<file path="src/rtl/baud_gen_frac_pkg.sv">
// Shared constants and divisor helpers for the fractional baud generator.
// Default divisor widths and the reset-divisor computation live here.
package baud_gen_frac_pkg;

  localparam int INT_W_DEF  = 16;
  localparam int FRAC_W_DEF = 4;
  localparam int MIN_DIV    = 2;

  // Divisor in fixed point (INT.FRAC), rounded to nearest LSB.
  function automatic longint div_q(
    input longint clk_hz,
    input longint baud,
    input longint ovs,
    input int     frac_w
  );
    longint den;
    den = baud * ovs;
    return ((clk_hz << frac_w) + (den / 2)) / den;
  endfunction

endpackage

</file>
<file path="src/rtl/baud_gen_frac_divider.sv">
// Fractional tick divider: down-counter plus phase accumulator.
// A carry out of the accumulator stretches the next period by one cycle.
module baud_gen_frac_divider #(
  parameter int               INT_W   = 16,
  parameter int               FRAC_W  = 4,
  parameter logic [INT_W-1:0] RST_CNT = '0
) (
  input  logic              clk_i,
  input  logic              rst_i,
  input  logic              en_i,
  input  logic              sync_i,
  input  logic              load_i,
  input  logic [INT_W-1:0]  div_int_i,
  input  logic [FRAC_W-1:0] div_frac_i,
  output logic              tick_o
);

  logic [INT_W-1:0]  r_cnt;
  logic [FRAC_W-1:0] r_acc;
  logic              w_tick;
  logic [FRAC_W:0]   w_sum;
  logic [INT_W-1:0]  w_reload;

  assign w_tick   = en_i && !sync_i && (r_cnt == '0);
  assign w_sum    = {1'b0, r_acc} + {1'b0, div_frac_i};
  assign w_reload = div_int_i - INT_W'(1);
  assign tick_o   = w_tick;

  always_ff @(posedge clk_i) begin
    if (rst_i) begin
      r_cnt <= RST_CNT;
      r_acc <= '0;
    end else if (!en_i || sync_i || (w_tick && load_i)) begin
      r_cnt <= w_reload;
      r_acc <= '0;
    end else if (w_tick) begin
      r_acc <= w_sum[FRAC_W-1:0];
      r_cnt <= w_reload + INT_W'(w_sum[FRAC_W]);
    end else begin
      r_cnt <= r_cnt - INT_W'(1);
    end
  end

endmodule

</file>
<file path="src/rtl/baud_gen_frac.sv">
// Fractional baud generator: rx oversample tick and phase-locked tx bit tick.
// Define BAUD_GEN_RX_SYNC_EN to let rx_sync_i restart the rx phase.
module baud_gen_frac
  import baud_gen_frac_pkg::*;
#(
  parameter int CLK_HZ    = 125000000,
  parameter int BAUD_RATE = 115200,
  parameter int OVS       = 16,
  parameter int INT_W     = INT_W_DEF,
  parameter int FRAC_W    = FRAC_W_DEF
) (
  input  logic              clk_i,
  input  logic              rst_i,
  input  logic              en_i,
  input  logic              cfg_we_i,
  input  logic [INT_W-1:0]  cfg_int_i,
  input  logic [FRAC_W-1:0] cfg_frac_i,
  input  logic              rx_sync_i,
  output logic              cfg_pending_o,
  output logic [INT_W-1:0]  div_int_o,
  output logic [FRAC_W-1:0] div_frac_o,
  output logic              rxclk_en_o,
  output logic              txclk_en_o
);

  localparam longint DEF_Q =
    div_q(longint'(CLK_HZ), longint'(BAUD_RATE), longint'(OVS), FRAC_W);
  localparam logic [INT_W-1:0]  DEF_INT  = INT_W'(DEF_Q >> FRAC_W);
  localparam logic [FRAC_W-1:0] DEF_FRAC = FRAC_W'(DEF_Q);
  localparam logic [INT_W-1:0]  MIN_INT  = INT_W'(MIN_DIV);
  localparam logic [INT_W-1:0]  DEF_EFF  =
    (DEF_INT < MIN_INT) ? MIN_INT : DEF_INT;
  localparam int                OVS_W    = $clog2(OVS);
  localparam logic [OVS_W-1:0]  OVS_LAST = OVS_W'(OVS - 1);

  logic [INT_W-1:0]  r_act_int;
  logic [FRAC_W-1:0] r_act_frac;
  logic [INT_W-1:0]  r_sh_int;
  logic [FRAC_W-1:0] r_sh_frac;
  logic              r_pending;
  logic [OVS_W-1:0]  r_ovs;
  logic              r_rx;
  logic              r_tx;

  logic              w_tick;
  logic              w_sync;
  logic              w_apply;
  logic [INT_W-1:0]  w_sel_int;
  logic [FRAC_W-1:0] w_sel_frac;
  logic [INT_W-1:0]  w_eff_int;

`ifdef BAUD_GEN_RX_SYNC_EN
  assign w_sync = en_i && rx_sync_i;
`else
  logic w_unused_sync;
  assign w_sync        = 1'b0;
  assign w_unused_sync = rx_sync_i;
`endif

  // While a write is pending, any reload already uses the shadow divisor.
  assign w_sel_int  = r_pending ? r_sh_int  : r_act_int;
  assign w_sel_frac = r_pending ? r_sh_frac : r_act_frac;
  assign w_eff_int  = (w_sel_int < MIN_INT) ? MIN_INT : w_sel_int;
  assign w_apply    = r_pending && (!en_i || w_sync || w_tick);

  baud_gen_frac_divider #(
    .INT_W   (INT_W),
    .FRAC_W  (FRAC_W),
    .RST_CNT (DEF_EFF - INT_W'(1))
  ) u_div (
    .clk_i      (clk_i),
    .rst_i      (rst_i),
    .en_i       (en_i),
    .sync_i     (w_sync),
    .load_i     (r_pending),
    .div_int_i  (w_eff_int),
    .div_frac_i (w_sel_frac),
    .tick_o     (w_tick)
  );

  always_ff @(posedge clk_i) begin
    if (rst_i) begin
      r_act_int  <= DEF_INT;
      r_act_frac <= DEF_FRAC;
      r_sh_int   <= DEF_INT;
      r_sh_frac  <= DEF_FRAC;
      r_pending  <= 1'b0;
      r_ovs      <= '0;
      r_rx       <= 1'b0;
      r_tx       <= 1'b0;
    end else begin
      r_rx <= w_tick;
      r_tx <= w_tick && (r_ovs == OVS_LAST);
      if (!en_i) begin
        r_ovs <= '0;
      end else if (w_tick) begin
        r_ovs <= (r_ovs == OVS_LAST) ? '0 : r_ovs + OVS_W'(1);
      end
      if (w_apply) begin
        r_act_int  <= r_sh_int;
        r_act_frac <= r_sh_frac;
      end
      // A write landing on an apply cycle stays pending for the next one.
      if (cfg_we_i) begin
        r_sh_int  <= cfg_int_i;
        r_sh_frac <= cfg_frac_i;
        r_pending <= 1'b1;
      end else if (w_apply) begin
        r_pending <= 1'b0;
      end
    end
  end

  assign cfg_pending_o = r_pending;
  assign div_int_o     = r_act_int;
  assign div_frac_o    = r_act_frac;
  assign rxclk_en_o    = r_rx;
  assign txclk_en_o    = r_tx;

endmodule
</file>
<file path="config.mk">
export PLATFORM = sky130hd
export DESIGN_NAME = baud_gen_frac
export DESIGN_NICKNAME = d
export VERILOG_FILES = /design/src/rtl/baud_gen_frac_pkg.sv /design/src/rtl/baud_gen_frac_divider.sv /design/src/rtl/baud_gen_frac.sv
export SDC_FILE = /design/constraint.sdc
export NUM_CORES = 1
export LEC_CHECK = 0
export BUFFER_PORTS_ARGS = -buffer_cell sky130_fd_sc_hd__buf_2
export CORE_UTILIZATION = 53
export CTS_CLUSTER_DIAMETER = 60
export DETAILED_ROUTE_END_ITERATION = 8
export GPL_ROUTABILITY_DRIVEN = 1
export PLACE_DENSITY = 0.76
export SLEW_MARGIN = 5
export SYNTH_ARGS = -nofsm -noshare
export SYNTH_HDL_FRONTEND = slang
export SYNTH_SLANG_ARGS = --single-unit
</file>
<file path="constraint.sdc">
create_clock -name clk_i -period 4.55 [get_ports clk_i]
set_input_delay 0.2275 -clock clk_i [delete_from_list [all_inputs] [get_ports clk_i]]
set_output_delay 0.2275 -clock clk_i [all_outputs]
set_load 0.05 [all_outputs]
</file>
Word level (Yosys, flattened, before mapping)
Index checks and enable logic that the tools add are counted.
- output and inout port bits: 23
- flip-flop bits (word level): 67
- equality and inequality tests: 1
- bitwise logic cells: 1
- reductions and logical operators: 11
- mux-type cells: 8
- magnitude comparators: 1
- add/sub/neg operators: 5
- operators by type and width (cell ; number):
    16-bit 2-to-1 mux ; 4
    16-bit by 1-bit subtractor with 16-bit output, second input constant ; 2
    16-bit by 1-bit adder with 16-bit output ; 1
    16-bit zero test ; 1
    16-bit by 2-bit < comparator with 1-bit output, second input constant ; 1
    4-bit 2-to-1 mux ; 2
    4-bit by 4-bit adder with 5-bit output ; 1
    4-bit by 1-bit adder with 4-bit output, second input constant ; 1
    4-bit == test, second input constant ; 1
    1-bit logical AND ; 4
    2-bit OR reduction ; 2
    1-bit logical OR ; 2
    1-bit 2-to-1 mux ; 2
    2-bit nonzero test ; 1
    1-bit zero test ; 1
    1-bit inverter ; 1

Longest topological paths before layout
- depth in word-level cells: 7
- depth in mapped cells: 19

By module
From an unflattened synthesis, not the netlist that was laid out.
- cell total of the unflattened synthesis: 500
- area total of the unflattened synthesis: 4087.7 sq um
- by module, submodules not included (module ; instances ; cells each ; sequential area each (sq um) ; area each (sq um)):
    baud_gen_frac_divider ; 1 ; 279 ; 400.4 ; 2059.5
    baud_gen_frac ; 1 ; 221 ; 940.9 ; 2028.2

Worst setup path before layout
No wires, ideal clock.
- kind: register to register
- start point: reg r_pending, in the netlist cfg_pending_o
- end point: reg u_div.r_cnt[11]
- cell stages (with the launch flop): 16
- arrival: 4591 ps
- data required time: 4438 ps
- library setup time: 112 ps
- setup slack: -153 ps
- cells stage by stage: dfxtp_1 -> buf_2 -> buf_4 -> buf_1 -> buf_1 -> mux2i_1 -> and2_1 -> ha_1 -> or4bb_1 -> a222oi_1 -> xor2_1 -> nor4_4 -> nand2_1 -> o41ai_1 -> a21oi_1 -> a2111oi_1
- longest elaborated chain between the ends: 7
- RTL lines (item ; line ; text):
    start: declaration ; baud_gen_frac.sv:40 ; logic r_pending;
    start signal: assignment ; baud_gen_frac.sv:87 ; r_pending <= 1'b0;
    start signal: assignment ; baud_gen_frac.sv:107 ; r_pending <= 1'b1;
    start signal: assignment ; baud_gen_frac.sv:109 ; r_pending <= 1'b0;
    16-bit 2-to-1 mux ; baud_gen_frac.sv:61 ; assign w_sel_int = r_pending ? r_sh_int : r_act_int;
    16-bit by 2-bit < comparator with 1-bit output ; baud_gen_frac.sv:63 ; assign w_eff_int = (w_sel_int < MIN_INT) ? MIN_INT : w_sel_int;
    16-bit 2-to-1 mux ; baud_gen_frac.sv:63 ;
    16-bit by 1-bit subtractor with 16-bit output ; baud_gen_frac_divider.sv:26 ; assign w_reload = div_int_i - INT_W'(1);
    16-bit by 1-bit adder with 16-bit output ; baud_gen_frac_divider.sv:38 ; r_cnt <= w_reload + INT_W'(w_sum[FRAC_W]);
    16-bit 2-to-1 mux ; baud_gen_frac_divider.sv:36 ; end else if (w_tick) begin
    16-bit 2-to-1 mux (*) ; baud_gen_frac_divider.sv:33 ; end else if (!en_i || sync_i || (w_tick && load_i)) begin
    end signal: assignment ; baud_gen_frac_divider.sv:34 ; r_cnt <= w_reload;
    end signal: assignment ; baud_gen_frac_divider.sv:38 ;
    end signal: assignment ; baud_gen_frac_divider.sv:40 ; r_cnt <= r_cnt - INT_W'(1);
    end: declaration ; baud_gen_frac_divider.sv:18 ; logic [INT_W-1:0] r_cnt;
Every way passes the cells marked *; elsewhere a longest branch is shown, timed or not.
A chain may end at the register's enable or synchronous reset.

Final worst setup path
Ends and elaborated chain as after synthesis.

==> Implementation_results.wiki <==
{| class="wikitable"
! Metric !! Value
|-
| Required time of the critical path || 4.80 ns
|-
| Share of the core filled with cells in the final layout || 63.9%
|-
| Final count of hold timing violations || 0
|-
| Per-instance average area after synthesis || 8.33 sq um
|-
| Global-route total usage across every layer || 25.5%
|-
| Routed Wire Length || 10.0 mm
|-
| Number of nets in the layout || 577
|-
| HPWL after DPL || 7.13 mm
|-
| Chip width || 90.1 um
|-
| Maximum ir drop on the vdd rail || 0.000287 V
|-
| Most used standard cells in the synthesized netlist || sky130_fd_sc_hd__dfxtp_1, sky130_fd_sc_hd__nand2_1, sky130_fd_sc_hd__nor2_1, sky130_fd_sc_hd__a21oi_1, sky130_fd_sc_hd__mux2i_1
|-
| Slew at the pin closest to its max-slew limit || 0.748 ns
|-
| Unrepaired setup endpoints after global routing || false
|-
| Post-DR vias/cell || 5.83
|-
| Flop pwr share || 46.6%
|-
| Total of endpoints with negative setup slack in the final report || 0
|-
| Net switching power of the design || 0.416 mW
|-
| Cells along the critical path || or4_1 -> o22a_1 -> or4_1 -> nand2_1 -> ha_1 -> or4bb_1 -> a222oi_1 -> xor2_1 -> nor4_4 -> nand2_1 -> o41ai_1 -> a21oi_1 -> a2111oi_2
|-
| Upper clock frequency limit || 0.233 GHz
|-
| Number of remaining DRC errors || 0
|-
| Share of cells above drive strength 1 || 19.7%
|-
| Hold Path Depth || 2
|-
| Sinks on the clock net || 67
|-
| Setup Fix Bufs, Post-CTS || 0
|-
| H-tree levels || 3
|-
| Number of clock buffers inserted by TritonCTS || 9
|-
| Total leakage power || 1.83 nW
|-
| Power per cell area || 295 mW/mm^2
|-
| Part of the cycle the worst path needs || 94.5%
|-
| Clock Latency Late Sink || 0.36 ns
|-
| Flip-flop and latch count after synthesis || 67
|-
| Number of warnings issued by yosys || 0
|-
| Share of synthesized area occupied by flip-flops and latches || 32.6%
|-
| Async S/R FF share, synth || 0%
|-
| Synthesized instance count || 494
|-
| Effective utilization at floorplan || 55.8%
|-
| Post-synthesis net count || 529
|-
| Routed wire length per instance || 15.5 um
|-
| Cell Area, Synth || 0.00411 sq mm
|-
| First-pass GRT wire length || 16.9 mm
|-
| Iteration-0 DRC Markers || 195
|-
| Maximum buffer depth of the clock tree || 2
|-
| Clock edge transition at the registers on the reported setup and hold paths || 0.08 ns
|-
| Worst EP arrival || 4.55 ns
|-
| Num ports || 48
|-
| Number of rows in the core area || 31
|-
| Most repeated cell in the gate-level netlist after synthesis || sky130_fd_sc_hd__dfxtp_1
|-
| Setup WS pre-CTS || 0.201 ns
|-
| Number of global-route vias before repair || 3510
|-
| Shortest period the worst path allows || 4.30 ns
|-
| Length in cells of the worst reg-to-reg path || 13
|-
| Max cap viols || 0
|-
| Clock tree from TritonCTS || done
|-
| Number of buffers inserted by port buffering || 46
|-
| Overall overflow remaining after global route || 0
|-
| Critical path type || flop to flop
|-
| Fraction of post-synthesis cell area in the top cell type by area || 32.6%
|-
| Combinational group share of total power || 16.6%
|-
| Die height || 90.1 um
|-
| Synthesis-to-layout area growth || 14.5%
|-
| CTS hold repair buffers || 0
|-
| Antenna violations before repair || 0
|-
| Maximum fanout encountered on the critical timing path || 14
|-
| Worst-case headroom to the max-slew limit || 50.0%
|-
| Ranking of synthesized cells by area || sky130_fd_sc_hd__dfxtp_1, sky130_fd_sc_hd__mux2i_1, sky130_fd_sc_hd__nand2_1
|-
| Setup crit start kind || flop
|-
| Worst clock skew on the final layout || 0.0132 ns
|-
| Relative contribution of the clock network to total power || 36.8%
|-
| Number of library cell types mapped by synthesis || 67
|-
| Placer Congestion || 0.860
|-
| Remaining antenna violation count after routing || 0
|-
| Most common flop cell mapped by yosys || sky130_fd_sc_hd__dfxtp_1
|-
| Pins over their slew limit || 0
|-
| Cell at the slowest stage of the critical path || sky130_fd_sc_hd__or4bb_1
|-
| Post-cts gate resize count || 0
|-
| Area of the placeable core || 0.00737 sq mm
|-
| Full die area || 0.00812 sq mm
|-
| Total Negative Setup Slacks || 0 ns
|-
| Pin count of the biggest net entering global routing || 65
|-
| Crit end category || flop
|-
| Antenna Cells || 0
|-
| Count of vias placed by the detailed router || 3765
|-
| Outcome || finished clean
|-
| Internal power contribution || 0.974 mW
|-
| Worst Hold Class || input pin to flop
|-
| Final WS setup || 0.250 ns
|-
| Drt pass-1 iters || 4
|-
| Number of enable flip-flop cells after synthesis || 0
|-
| Clock Tree Root || sky130_fd_sc_hd__clkbuf_8
|-
| Slowest stage delay, CP || 0.57 ns
|-
| Library cell with the largest summed area after synthesis || sky130_fd_sc_hd__dfxtp_1
|-
| Switching Fraction || 29.9%
|}
## cells in the final DEF, fill, tap and decap left out, types with 3 or more instances in the layout
cell,Yosys,routed
sky130_fd_sc_hd__or4_1,6,6
sky130_fd_sc_hd__o21ai_0,13,13
sky130_fd_sc_hd__a21o_1,4,4
sky130_fd_sc_hd__xor2_1,13,13
sky130_fd_sc_hd__o22ai_1,4,4
sky130_fd_sc_hd__and3_1,3,3
sky130_fd_sc_hd__nand4_1,5,5
sky130_fd_sc_hd__a31oi_1,4,4
sky130_fd_sc_hd__or3_1,6,6
sky130_fd_sc_hd__inv_1,8,8
sky130_fd_sc_hd__nor4b_1,3,3
sky130_fd_sc_hd__nand2b_1,4,4
sky130_fd_sc_hd__a21oi_1,39,39
sky130_fd_sc_hd__buf_4,1,16
sky130_fd_sc_hd__or3b_1,3,3
sky130_fd_sc_hd__mux2_2,6,6
sky130_fd_sc_hd__nor2b_1,11,11
sky130_fd_sc_hd__nor3b_1,4,3
sky130_fd_sc_hd__a211oi_1,5,5
sky130_fd_sc_hd__nand2_1,63,63
sky130_fd_sc_hd__buf_2,2,46
sky130_fd_sc_hd__nand3b_1,7,7
sky130_fd_sc_hd__a211o_1,7,7
sky130_fd_sc_hd__nor4_1,7,7
sky130_fd_sc_hd__nor3_1,23,22
sky130_fd_sc_hd__ha_1,9,9
sky130_fd_sc_hd__o31ai_1,3,3
sky130_fd_sc_hd__nand3_1,4,4
sky130_fd_sc_hd__o21ai_1,4,4
sky130_fd_sc_hd__nor4_4,3,3
sky130_fd_sc_hd__clkbuf_8,0,10
sky130_fd_sc_hd__xnor2_1,12,11
sky130_fd_sc_hd__nor2_1,49,48
sky130_fd_sc_hd__mux2i_1,30,30
sky130_fd_sc_hd__dfxtp_1,67,66
## flip-flops by register name, indices dropped and copies added (netlist names)
| register | flops |
|---|---|
| rxclk_en_o | 1 |
| r_sh_int | 16 |
| r_sh_frac | 4 |
| txclk_en_o | 1 |
| div_int_o | 16 |
| r_ovs | 4 |
| u_div.r_cnt | 16 |
| cfg_pending_o | 1 |
| u_div.r_acc | 4 |
| div_frac_o | 4 |
## worst paths after layout
kind / start / endpoint / slack (ns)
setup / recovery: cfg_pending_o$_SDFFE_PP0P_ / u_div.r_cnt[11]$_SDFF_PP0_ / 0.25
hold / removal: cfg_frac_i[2] / r_sh_frac[2]$_SDFFE_PP1P_ / 0.07
setup reg to reg: cfg_pending_o$_SDFFE_PP0P_ / u_div.r_cnt[11]$_SDFF_PP0_ / 0.25
hold reg to reg: r_sh_frac[1]$_SDFFE_PP0P_ / div_frac_o[1]$_SDFFE_PP0P_ / 0.47
## power groups by stage
stage / Clock, mW / Sequential, mW / Combinational (mW)
2_1_floorplan: 0 / 0.672 / 0.153
3_5_place_dp: 0 / 0.660 / 0.225
4_1_cts: 0.517 / 0.647 / 0.227
5_1_grt: 0.543 / 0.653 / 0.253
3_3_place_gp: 0 / 0.658 / 0.219
6_report: 0.512 / 0.648 / 0.231
## routing by layer
metal | GRT usage, % | wire [um]
met3 | 4.82 | 489
met4 | 12.2 | 270
met2 | 40.4 | 4620
met1 | 33.4 | 4640
met5 | 0 | 0
## worst max-delay path, delay by kind of cell (launching register included)
family / cells / cell delay, ns
simple gates: 6 / 1.95
flops: 1 / 0.40
fa+ha+maj: 1 / 0.25
compound gates: 5 / 1.40
xor+xnor: 1 / 0.19
## kinds of logic after synthesis
group,count (synthesis),share of synthesized area [%]
buffers and inverters,33,3.35
AND/OR/NAND/NOR,219,29.9
AO/OA/AOI/OAI,104,16.6
adder cells (fa/ha/maj),10,3.22
XOR/XNOR,25,5.32
multiplexers,36,8.94
flip-flops,67,32.6
## metrics by stage
stage / area (sq um) / instances / total power [mW] / hold WS [ns]
after CTS: 4680 / 646 / 1.39 / 0.0638
final: 4710 / 646 / 1.39 / 0.0668
after floorplan: 4110 / 494 / 0.825 / 0.350
after global routing: 4710 / 646 / 1.45 / 0.0740
after detailed placement: 4480 / 630 / 0.886 / 0.440
after global placement: 4480 / 630 / 0.877 / 0.432
## layout make-up
cell class	count	area, sq um
clock buffer	10	138
clock inverter	6	65.1
timing repair buffer	62	350
fill	630	2660
multi-input combinational	394	2660
inverter	8	30.0
sequential	67	1350
tap	99	124
Note: power is estimated with default switching activity, not from simulation.
